===== config.mk =====
export PLATFORM = sky130hd
export DESIGN_NAME = vx_tc_tile_buf
export DESIGN_NICKNAME = d
export VERILOG_FILES = /design/src/rtl/vx_tc_tile_buf_pkg.sv /design/src/rtl/vx_tc_tile_buf_bank.sv /design/src/rtl/vx_tc_tile_buf.sv
export SDC_FILE = /design/constraint.sdc
export NUM_CORES = 1
export LEC_CHECK = 0
export BUFFER_PORTS_ARGS = -buffer_cell sky130_fd_sc_hd__buf_2
export CORE_MARGIN = 5
export CORE_UTILIZATION = 35
export CTS_CLUSTER_DIAMETER = 60
export DETAILED_ROUTE_END_ITERATION = 6
export MAX_ROUTING_LAYER = met4
export PLACE_DENSITY = 0.58
export SLEW_MARGIN = 0
export SYNTH_ARGS = -nofsm -noshare
export SYNTH_HDL_FRONTEND = slang
export SYNTH_SLANG_ARGS = --single-unit

===== constraint.sdc =====
create_clock -name clk_i -period 5.7 [get_ports clk_i]
set_input_delay 0.855 -clock clk_i [delete_from_list [all_inputs] [get_ports clk_i]]
set_output_delay 0.855 -clock clk_i [all_outputs]
set_load 0.01 [all_outputs]

===== src/rtl/vx_tc_tile_buf_pkg.sv =====
// Shared types for the tensor-core operand tile buffer: bank state machine,
// tile metadata layout and default geometry.
package vx_tc_tile_buf_pkg;

    localparam int TC_TILE_DIM = 4;
    localparam int TC_TAGW     = 8;
    localparam int TC_REPLAY_W = 2;

    typedef enum logic [1:0] {
        EMPTY    = 2'd0,
        FILLING  = 2'd1,
        FULL     = 2'd2,
        DRAINING = 2'd3
    } tc_bank_state_e;

    typedef struct packed {
        logic [TC_TAGW-1:0]     tag;
        logic                   transpose;
        logic [TC_REPLAY_W-1:0] replay;
    } tc_tile_meta_t;

    function automatic logic tc_occupied(input tc_bank_state_e s);
        return (s != EMPTY);
    endfunction

    function automatic logic tc_writable(input tc_bank_state_e s);
        return (s == EMPTY) || (s == FILLING);
    endfunction

    function automatic logic tc_readable(input tc_bank_state_e s);
        return (s == FULL) || (s == DRAINING);
    endfunction

endpackage


===== src/rtl/vx_tc_tile_buf_bank.sv =====
// One TILE_DIM x TILE_DIM tile bank: row-wide write port and a combinational
// read port returning either a row or a column of the stored tile.
module vx_tc_tile_buf_bank #(
    parameter int DATAW    = 32,
    parameter int TILE_DIM = 4
) (
    input  logic                        clk_i,
    input  logic                        we_i,
    input  logic [$clog2(TILE_DIM)-1:0] row_i,
    input  logic [TILE_DIM*DATAW-1:0]   wdata_i,
    input  logic [$clog2(TILE_DIM)-1:0] idx_i,
    input  logic                        transpose_i,
    output logic [TILE_DIM*DATAW-1:0]   rdata_o
);

    logic [TILE_DIM-1:0][TILE_DIM-1:0][DATAW-1:0] mem_q;
    logic [TILE_DIM-1:0][DATAW-1:0]               rvec;

    always_ff @(posedge clk_i) begin
        if (we_i) begin
            mem_q[row_i] <= wdata_i;
        end
    end

    // Column mode gathers element idx from every row.
    always_comb begin
        rvec = '0;
        for (int k = 0; k < TILE_DIM; k++) begin
            rvec[k] = transpose_i ? mem_q[k][idx_i] : mem_q[idx_i][k];
        end
    end

    assign rdata_o = rvec;

endmodule


===== src/rtl/vx_tc_tile_buf.sv =====
// Multi-bank operand tile buffer: fills tiles row by row, then replays each
// tile to the PE group as rows or columns while the next bank fills.
module vx_tc_tile_buf
    import vx_tc_tile_buf_pkg::*;
#(
    parameter int DATAW    = 32,
    parameter int TILE_DIM = TC_TILE_DIM,
    parameter int NUM_BUFS = 2,
    parameter int REPLAY_W = TC_REPLAY_W,
    parameter int TAGW     = TC_TAGW
) (
    input  logic                        clk_i,
    input  logic                        reset_i,
    input  logic                        clear_i,
    input  logic                        wr_valid_i,
    output logic                        wr_ready_o,
    input  logic [TILE_DIM*DATAW-1:0]   wr_data_i,
    input  logic                        wr_transpose_i,
    input  logic [REPLAY_W-1:0]         wr_replay_i,
    input  logic [TAGW-1:0]             wr_tag_i,
    output logic                        rd_valid_o,
    input  logic                        rd_ready_i,
    output logic [TILE_DIM*DATAW-1:0]   rd_data_o,
    output logic [$clog2(TILE_DIM)-1:0] rd_index_o,
    output logic [REPLAY_W-1:0]         rd_pass_o,
    output logic                        rd_last_o,
    output logic [TAGW-1:0]             rd_tag_o,
    output logic [$clog2(NUM_BUFS):0]   occupancy_o
);

    localparam int IW = $clog2(TILE_DIM);
    localparam int PW = $clog2(NUM_BUFS);
    localparam logic [IW-1:0] LAST_IDX = IW'(TILE_DIM - 1);

    typedef struct packed {
        logic [TAGW-1:0]     tag;
        logic                transpose;
        logic [REPLAY_W-1:0] replay;
    } meta_t;

    tc_bank_state_e state_q [NUM_BUFS];
    tc_bank_state_e state_d [NUM_BUFS];
    meta_t          meta_q  [NUM_BUFS];
    meta_t          rd_meta;

    logic [PW-1:0]       wr_ptr_q, wr_ptr_d, rd_ptr_q, rd_ptr_d;
    logic [IW-1:0]       wr_row_q, wr_row_d, rd_index_q, rd_index_d;
    logic [REPLAY_W-1:0] rd_pass_q, rd_pass_d;
    logic [PW:0]         occ_q, occ_d;
    logic                wr_fire, rd_fire, rd_last;

    logic [NUM_BUFS-1:0][TILE_DIM*DATAW-1:0] bank_rdata;

    assign rd_meta    = meta_q[rd_ptr_q];
    assign wr_ready_o = reset_i & tc_writable(state_q[wr_ptr_q]);
    assign rd_valid_o = reset_i & tc_readable(state_q[rd_ptr_q]);
    assign rd_last    = (rd_index_q == LAST_IDX) && (rd_pass_q == rd_meta.replay);
    assign rd_last_o  = rd_valid_o & rd_last;

    // A handshake that coincides with clear is dropped entirely.
    assign wr_fire = wr_valid_i & wr_ready_o & ~clear_i;
    assign rd_fire = rd_valid_o & rd_ready_i & ~clear_i;

    assign rd_data_o   = bank_rdata[rd_ptr_q];
    assign rd_index_o  = rd_index_q;
    assign rd_pass_o   = rd_pass_q;
    assign rd_tag_o    = rd_meta.tag;
    assign occupancy_o = reset_i ? occ_q : '0;

    for (genvar b = 0; b < NUM_BUFS; b++) begin : g_bank
        vx_tc_tile_buf_bank #(
            .DATAW    (DATAW),
            .TILE_DIM (TILE_DIM)
        ) u_bank (
            .clk_i       (clk_i),
            .we_i        (wr_fire && (wr_ptr_q == PW'(b))),
            .row_i       (wr_row_q),
            .wdata_i     (wr_data_i),
            .idx_i       (rd_index_q),
            .transpose_i (meta_q[b].transpose),
            .rdata_o     (bank_rdata[b])
        );
    end

    always_ff @(posedge clk_i) begin
        if (wr_fire && (wr_row_q == '0)) begin
            meta_q[wr_ptr_q] <= '{tag: wr_tag_i, transpose: wr_transpose_i, replay: wr_replay_i};
        end
    end

    always_comb begin
        state_d    = state_q;
        wr_ptr_d   = wr_ptr_q;
        wr_row_d   = wr_row_q;
        rd_ptr_d   = rd_ptr_q;
        rd_index_d = rd_index_q;
        rd_pass_d  = rd_pass_q;

        // Write and read never target the same bank: one needs EMPTY/FILLING,
        // the other FULL/DRAINING.
        if (wr_fire) begin
            if (wr_row_q == LAST_IDX) begin
                state_d[wr_ptr_q] = FULL;
                wr_row_d          = '0;
                wr_ptr_d          = wr_ptr_q + PW'(1);
            end else begin
                state_d[wr_ptr_q] = FILLING;
                wr_row_d          = wr_row_q + IW'(1);
            end
        end

        if (rd_fire) begin
            if (rd_last) begin
                state_d[rd_ptr_q] = EMPTY;
                rd_index_d        = '0;
                rd_pass_d         = '0;
                rd_ptr_d          = rd_ptr_q + PW'(1);
            end else begin
                state_d[rd_ptr_q] = DRAINING;
                if (rd_index_q == LAST_IDX) begin
                    rd_index_d = '0;
                    rd_pass_d  = rd_pass_q + REPLAY_W'(1);
                end else begin
                    rd_index_d = rd_index_q + IW'(1);
                end
            end
        end

        if (clear_i) begin
            for (int b = 0; b < NUM_BUFS; b++) begin
                state_d[b] = EMPTY;
            end
            wr_ptr_d   = '0;
            wr_row_d   = '0;
            rd_ptr_d   = '0;
            rd_index_d = '0;
            rd_pass_d  = '0;
        end

        occ_d = '0;
        for (int b = 0; b < NUM_BUFS; b++) begin
            if (tc_occupied(state_d[b])) begin
                occ_d = occ_d + (PW+1)'(1);
            end
        end
    end

    always_ff @(posedge clk_i) begin
        if (!reset_i) begin
            for (int b = 0; b < NUM_BUFS; b++) begin
                state_q[b] <= EMPTY;
            end
            wr_ptr_q   <= '0;
            wr_row_q   <= '0;
            rd_ptr_q   <= '0;
            rd_index_q <= '0;
            rd_pass_q  <= '0;
            occ_q      <= '0;
        end else begin
            state_q    <= state_d;
            wr_ptr_q   <= wr_ptr_d;
            wr_row_q   <= wr_row_d;
            rd_ptr_q   <= rd_ptr_d;
            rd_index_q <= rd_index_d;
            rd_pass_q  <= rd_pass_d;
            occ_q      <= occ_d;
        end
    end

endmodule


==> Word-level counts from Yosys, hierarchy flattened <==
Memory sizes are Yosys's and may differ from the RTL's. A register that Yosys moved wholly into a read port is not among the register bits.
Index checks and enable logic that the tools add are counted.
{ "word_totals": {"input_bits": 144, "output_inout_bits": 145, "regBits": 1038, "ram_bits": 22, "wordCells": 161, "n_memories": 1} }
{ "memory_table": {"columns": ["name", "words", "word_bits", "read_ports", "rd_clocked_by_memory_dff", "wr", "line", "source"], "rows": [
  ["meta_q", 2, 11, 3, 1, 1, "vx_tc_tile_buf.sv:43", "meta_t meta_q [NUM_BUFS];"]
]} }
{ "classes": {"order_cmp": 8, "mux": 61, "n_eq_ne": 6, "addsub": 6, "reduce_logical": 18, "bitwise_logic": 21} }
{ "op_table": {"columns": ["op", "count"], "rows": [
  ["$bwmux W512", 2],
  ["$mux W128", 5],
  ["$bmux W128 S2", 2],
  ["$bmux W32 S2", 8],
  ["$mux W32", 16],
  ["$demux W128 S2", 1],
  ["$mux W2", 15],
  ["$mux W4", 5],
  ["$add A2 B1 Y2 const B", 4],
  ["$eq A2 B2 Y1 const B", 4],
  ["$and A1 B1 Y1", 7],
  ["$logic_and A1 B1 Y1", 7],
  ["$lt A2 B3 Y1 const B", 2],
  ["$reduce_and A2 Y1", 3],
  ["$reduce_bool A2 Y1", 3],
  ["$mux W1", 5],
  ["$and A2 B2 Y2", 2],
  ["$and A4 B4 Y4", 1],
  ["$demux W2 S1", 2],
  ["$ge A2 B2 Y1 const B", 2],
  ["$logic_not A2 Y1", 2],
  ["$lt A2 B1 Y1 const B", 2],
  ["$not A1 Y2", 2],
  ["$not A2 Y2", 2],
  ["other kinds (11)", 16]
]} }

==> Longest topological paths before layout <==
Gate-level depths: netlist of run 1.
{ "depth": {"depth_word": 18, "depth_mapped": 8, "depth_no_buf": 6} }

==> Modules after synthesis <==
Synthesis of run 1 repeated with hierarchy kept, for this count alone.
{ "hier_totals": {"hier_cells": 3078, "hier_area_um2": 49526.2} }
{ "by_module_without_submodules": {"columns": ["mod", "area_per_inst_um2", "cells_per_inst", "n_inst", "seq_area_each_um2"], "rows": [
  ["vx_tc_tile_buf_bank", 23172.2, 1398, 2, 15374.7],
  ["vx_tc_tile_buf", 3181.8, 282, 1, 960.9]
]} }

==> Worst setup path after synthesis of run 1 <==
Ideal clock, no wire load.
{ "synth_timing": {"path_type": "input-to-reg", "startpoint": "input port clear_i", "endpoint": "register g_bank[0].u_bank.mem_q[128] (netlist bit), enable pin", "n_path_buf": 0, "required_time_ns": 5.198, "slack_ns": 0.609, "setup_time_ns": 0.502, "cell_stages": 3, "arrival_time_ns": 4.589, "cell_sequence": "nand2b_1 > nor4b_1 > and2_1"} }
{ "synth_between": {"elab_chain_cells": 3} }
{ "synth_rtl": {"columns": ["item", "line", "source"], "rows": [
  ["from (decl)", "vx_tc_tile_buf.sv:14", "input logic clear_i,"],
  ["$not A1 Y1", "vx_tc_tile_buf.sv:61", "assign wr_fire = wr_valid_i & wr_ready_o & ~clear_i;"],
  ["$and A1 B1 Y1", "vx_tc_tile_buf.sv:61", null],
  ["$logic_and A1 B1 Y1", "vx_tc_tile_buf.sv:76", ".we_i (wr_fire && (wr_ptr_q == PW'(b))),"],
  ["to (signal, indexed assignment)", "vx_tc_tile_buf_bank.sv:21", "mem_q[row_i] <= wdata_i;"],
  ["to (decl)", "vx_tc_tile_buf_bank.sv:16", "logic [TILE_DIM-1:0][TILE_DIM-1:0][DATAW-1:0] mem_q;"]
]} }
No other way between the ends.
A chain may end at the register's enable or synchronous reset.

==> results of run 1 <==
==> layer usage <==
layer,wire [microns],part of all wire (%),vias up,GRT usage (%)
li1,-,-,10900,-
met1,47400,42,12800,20.6
met2,55900,49,746,26.3
met3,6930,6.1,183,3.58
met4,3110,2.7,0,5.19
met5,0,0,-,-
==> state kept, by name, summed over array words and instances (netlist names), named ones only <==
register,cells
g_bank.u_bank.mem_q,1024
meta_q,22
state_q,4
occ_q,2
rd_index_o,2
rd_pass_o,2
wr_row_q,2
rd_ptr_q,1
wr_ptr_q,1
==> layout make-up <==
cell class | count | area [sq um] | area share (%)
Multi-Input combinational cell | 1245 | 14200 | 26.1
Timing Repair Buffer | 358 | 2330 | 4.28
Inverter | 7 | 36.3 | 0.0667
Clock inverter | 83 | 835 | 1.53
Tap cell | 1768 | 2210 | 4.07
Clock buffer | 138 | 3030 | 5.57
Sequential cell | 1061 | 31700 | 58.3
Antenna cell | 19 | 47.5 | 0.0874
==> cell families after synthesis <==
logic type / share of synthesized area (%)
buffers and inverters: 2.12
AOI/OAI and AO/OA: 3.01
DFF: 67.7
and+or+nand+nor: 2.65
muxes: 24.4
adders and majority gates: 0.133
xor gates and xnor gates: 0.0374
==> layout by cell type (no fill, tap or decap), types with 6 or more instances in the layout <==
cell	Yosys	routed
nor2_1	141	141
clkinvlp_4	0	7
clkbuf_1	51	20
bufinv_16	0	12
buf_2	83	288
o21ai_0	129	129
clkinv_1	0	22
buf_4	4	41
mux2i_1	261	261
and2_4	0	6
clkinv_2	0	25
mux4_1	15	15
diode_2	0	19
mux4_2	369	369
clkbuf_16	0	118
a21oi_1	135	135
mux2_2	9	9
dfxtp_1	15	12
edfxtp_1	1046	1046
buf_12	0	29
nand2_1	135	135
inv_6	0	7
==> worst paths after layout <==
check,start,endpoint,slack [ns],cells past startpoint
worst max register to register,wr_ptr_q,g_bank[0].u_bank.mem_q[465],2.78,4
worst min-delay path,wr_tag_i[2],meta_q[0][5],0.33,1
worst max-delay path,meta_q[1][2],rd_data_o[44],1.25,4
worst min register to register,wr_row_q[0],wr_row_q[0],0.59,2
==> power by group <==
| group | switching (W) | internal (W) |
|---|---|---|
| clock network | 0.00313 | 0.00436 |
| registers | 0.0000137 | 0.00860 |
| logic | 0.000241 | 0.000133 |
| total | 0.00338 | 0.0131 |
==> worst max-delay path: stages (launching register included) <==
cell,delay [ns]
edfxtp_1,1.14
buf_12,0.39
mux4_2,0.56
mux4_2,0.54
buf_2,0.17
==> metrics by stage <==
step	worst slack (ns)	hold WS (ns)
6_report	1.25	0.327
5_1_grt	1.10	0.283
4_1_cts	1.11	0.257
3_5_place_dp	1.75	0.572
3_3_place_gp	1.86	0.555
2_1_floorplan	0.609	0.518
==> flow_summary.json, run 1 <==
{
  "setup_violations": 0,
  "async_flop_share_pct": 0,
  "yosysMostFrequentCell": "edfxtp_1",
  "min_period_over_period_pct": 78.0,
  "ys_ff_latch": 1061,
  "nFillCells": 11800,
  "die_w_microns": 376,
  "firstDrtPassIters": 5,
  "yosysTopAreaCell": "edfxtp_1",
  "ys_top_cells_by_count": "edfxtp_1 (1,046), mux4_2 (369), mux2i_1 (261)",
  "holdBufCountCts": 0,
  "crit_type": "reg2out",
  "clock_sinks": 1061,
  "die_area_sq_um": 141000,
  "status": "complete, no violations",
  "viasPerCell": 5.28,
  "drv_cap": 0,
  "tightest_slew_ns": 1.20,
  "tritoncts": "yes",
  "overflow": 0,
  "yosysWarnings": 0,
  "end_kind": "primary output",
  "cp.required_ns": 4.85,
  "drive_gt1_share_pct": 32.1,
  "clk_latency_ns": 0.75,
  "synth_cells": 2490,
  "cts_root_buffer": "clkbuf_16",
  "hold_class": "in2reg",
  "area_growth_pct": 16.0,
  "wire_per_inst_microns": 24.2,
  "yosys_most_used_dff": "edfxtp_1",
  "antenna_found_initial": 24,
  "max_freq_mhz": 225,
  "synth_area_sq_um": 46900,
  "grt_pass1_vias": 25900,
  "nets": 2940,
  "seq_area_frac_synth_pct": 67.7,
  "syn_avg_cell_area_sq_um": 18.8,
  "gp_congestion": 0.801,
  "clk_pin_slew_ns": 0.06,
  "pin_count": 289,
  "dieHeight_microns": 376,
  "slew_violations": 0,
  "cts.htree.levels": 3,
  "syn-num-nets": 2639,
  "max-clock-path-buffers": 3,
  "hpwl_microns": 72300,
  "grt_max_degree": 80,
  "ctsResizeCount": 0,
  "wirelength_microns": 113000,
  "coreArea_sq_um": 133000,
  "finalCriticalPeriod_ns": 4.45,
  "antenna_left": 0,
  "utilization_pct": 40.8,
  "cts_buffers": 118,
  "placedCellCount": 4439,
  "tns_ns": 0,
  "port-buffer-count": 288,
  "p_leak_nw": 17.7,
  "rsz0062_at_grt": "false",
  "arrival_ns": 3.59,
  "synth.distinct_cells": 43,
  "synth_edf_count": 1046,
  "synth_top_area_share_pct": 67.0,
  "skew_ns": 0.0291,
  "rows": 134,
  "ys_top_cells_by_area": "edfxtp_1 (67%), mux4_2 (18%), mux2i_1 (5.6%)",
  "cts_setup_buffers": 0,
  "grt_usage_pct": 16.3,
  "dpl_cell_area_sq_um": 50500,
  "drt_iter0_drc": 1944,
  "floorplan.initialDensity_pct": 35.2,
  "peakVddDrop_mv": 0.262,
  "grt_pass1_wl_microns": 169000,
  "total_power_w": 0.0165,
  "slew-limit-headroom_pct": 20.0,
  "drc": 0,
  "cp_max_fo": 43,
  "worst_setup_path_start_kind": "flop",
  "final_cells": 4679,
  "hold_violations": 0,
  "fin_area_sq_um": 54400,
  "dr_total_vias": 24700,
  "powerDensity_nw_per_um2": 303
}
(Power assumes the default switching activity.)
==> inputs of run 2 (changes only) <==
--- a/config.mk
+++ b/config.mk
@@ -11,7 +11,7 @@
 export CTS_CLUSTER_DIAMETER = 60
 export DETAILED_ROUTE_END_ITERATION = 6
 export MAX_ROUTING_LAYER = met4
-export PLACE_DENSITY = 0.58
+export PLACE_DENSITY = 0.6
 export SLEW_MARGIN = 0
 export SYNTH_ARGS = -nofsm -noshare
 export SYNTH_HDL_FRONTEND = slang
==> constraint.sdc (replaced) <==
create_clock -name clk_i -period 3.59 [get_ports clk_i]
set_input_delay 0.5385 -clock clk_i [delete_from_list [all_inputs] [get_ports clk_i]]
set_output_delay 0.5385 -clock clk_i [all_outputs]
set_load 0.01 [all_outputs]
==> flow_summary.json, run 2 (synthesis gave the netlist of run 1 again) <==
{
  "cp_max_fo": 40,
  "hold_class": "in2reg",
  "p_leak_nw": 18.2,
  "clk_latency_ns": 0.75,
  "drt_iter0_drc": 2060,
  "die_w_microns": 376,
  "final_cell_mix": "edfxtp_1 (1,046), mux4_2 (375), buf_2 (276)",
  "reg2regPathDepth": 8,
  "tritoncts": "yes",
  "utilization_pct": 41.7,
  "tightest_slew_ns": 0.575,
  "skew_ns": 0.0593,
  "cp.required_ns": 3.05,
  "slew_violations": 0,
  "viasPerCell": 5.24,
  "grt_pass1_wl_microns": 171000,
  "grt_pass1_vias": 26000,
  "nets": 3016,
  "holdPathStages": 1,
  "arrival_ns": 2.95,
  "floorplan.initialDensity_pct": 35.2,
  "worst_slack_ns": 0.100,
  "peakVddDrop_mv": 0.461,
  "min_period_over_period_pct": 97.2,
  "layout_commonest_cell": "edfxtp_1",
  "final_cells": 4748,
  "antenna_left": 0,
  "rows": 134,
  "gp_congestion": 0.777,
  "hpwl_microns": 71700,
  "cts.htree.levels": 3,
  "finalCriticalPeriod_ns": 3.49,
  "cts_root_buffer": "clkbuf_16",
  "wirelength_microns": 115000,
  "rsz0062_at_grt": "true",
  "dr_total_vias": 24900,
  "fin_area_sq_um": 55500,
  "drive_gt1_share_pct": 33.1,
  "pin_count": 289,
  "clk_pin_slew_ns": 0.06,
  "slew-limit-headroom_pct": 61.7,
  "worst_setup_path_start_kind": "flop",
  "max_freq_mhz": 287,
  "area_growth_pct": 18.5,
  "crit_type": "reg2out",
  "dieHeight_microns": 376,
  "setup_violations": 0,
  "firstDrtPassIters": 5,
  "dpl_worst_slack_ns": 0.566,
  "coreArea_sq_um": 133000,
  "overflow": 0,
  "drv_cap": 0,
  "end_kind": "primary output",
  "regArea_sq_um": 31700,
  "drc": 0,
  "cts_buffers": 118,
  "status": "complete, no violations",
  "antenna_found_initial": 18,
  "reg.largest.list": "g_bank.u_bank.mem_q (1024), meta_q (22), state_q (4)",
  "dpl_cell_area_sq_um": 51000,
  "grt_usage_pct": 16.5,
  "nFillCells": 11700,
  "placedCellCount": 4478,
  "largest-register": "g_bank.u_bank.mem_q",
  "wire_per_inst_microns": 24.1,
  "max-clock-path-buffers": 3,
  "grt_max_degree": 75,
  "clock_sinks": 1061,
  "multi_input_area_sq_um": 14200,
  "powerDensity_nw_per_um2": 472,
  "largest_register_ffs": 1024,
  "tns_ns": 0,
  "port-buffer-count": 288,
  "die_area_sq_um": 141000,
  "hold_violations": 0
}
-- run 2: cell types whose count changed in the layout (fill, tap and decap cells not counted), sizes merged --
| cell | before | now |
|---|---|---|
| clkbuf | 138 | 135 |
| inv | 15 | 12 |
| buf | 358 | 402 |
| bufbuf | 0 | 3 |
| dlygate4sd3 | 0 | 27 |
| diode | 19 | 16 |
| clkinvlp | 7 | 11 |
| clkinv | 56 | 57 |
| bufinv | 12 | 11 |
-- run 2: area by class of cell --
cell class | instances | share of cell area [%]
clock inverters | 84 | 1.49
diodes | 16 | 0.0721
clock buffers | 133 | 5.46
repair buffers | 434 | 6.34
multi-input cells | 1245 | 25.5
flip-flops and latches | 1061 | 57.1
inverters | 7 | 0.0608
well taps | 1768 | 3.98
-- run 2: path summary, 6_finish.rpt --
kind | start | endpoint | slack [ns]
worst max-delay path | meta_q[1][2] | rd_data_o[5] | 0.10
worst max register to register | rd_index_o[0] | occ_q[0] | 1.32
worst min register to register | wr_row_q[1] | wr_row_q[1] | 0.57
worst min-delay path | wr_data_i[84] | g_bank[0].u_bank.mem_q[340] | 0.09
-- run 2: worst max-delay path, cell delays in order (launching register included) --
cell      delay (ns)
edfxtp_1        0.39
buf_12          0.26
buf_16          0.28
mux4_2          0.56
mux4_2          0.54
buf_2           0.18
-- run 2: through the flow --
step	hold slack (ns)	power, W
after CTS	0.00147	0.0266
after global routing	0.0462	0.0271
final	0.0922	0.0262
after detailed placement	0.555	0.0145
after floorplan	0.518	0.0142
after global placement	0.548	0.0145
-- run 2: timing repair --
action                                  4_1_cts  5_1_grt
hold buffers                                 27        0
endpoints found under the setup margin      109       27
resized for setup                            21       10
gates cloned                                  3        2
hold endpoints to repair                    118        0
buffers inserted                              5        0
-- run 2: report_power, final --
| group | leakage, nW | internal (W) | switching [W] |
|---|---|---|---|
| sequential | 9.55 | 0.0137 | 0.0000201 |
| combinational | 6.76 | 0.000250 | 0.000387 |
| clock | 1.86 | 0.00688 | 0.00502 |
| total | 18.2 | 0.0208 | 0.00543 |
-- run 2: per-layer routing --
metal  share of wire [%]  track usage (%)
met1                  43             21.8
met2                  49             26.1
met3                 5.9             3.35
met4                 2.5             5.01
met5                   0                -
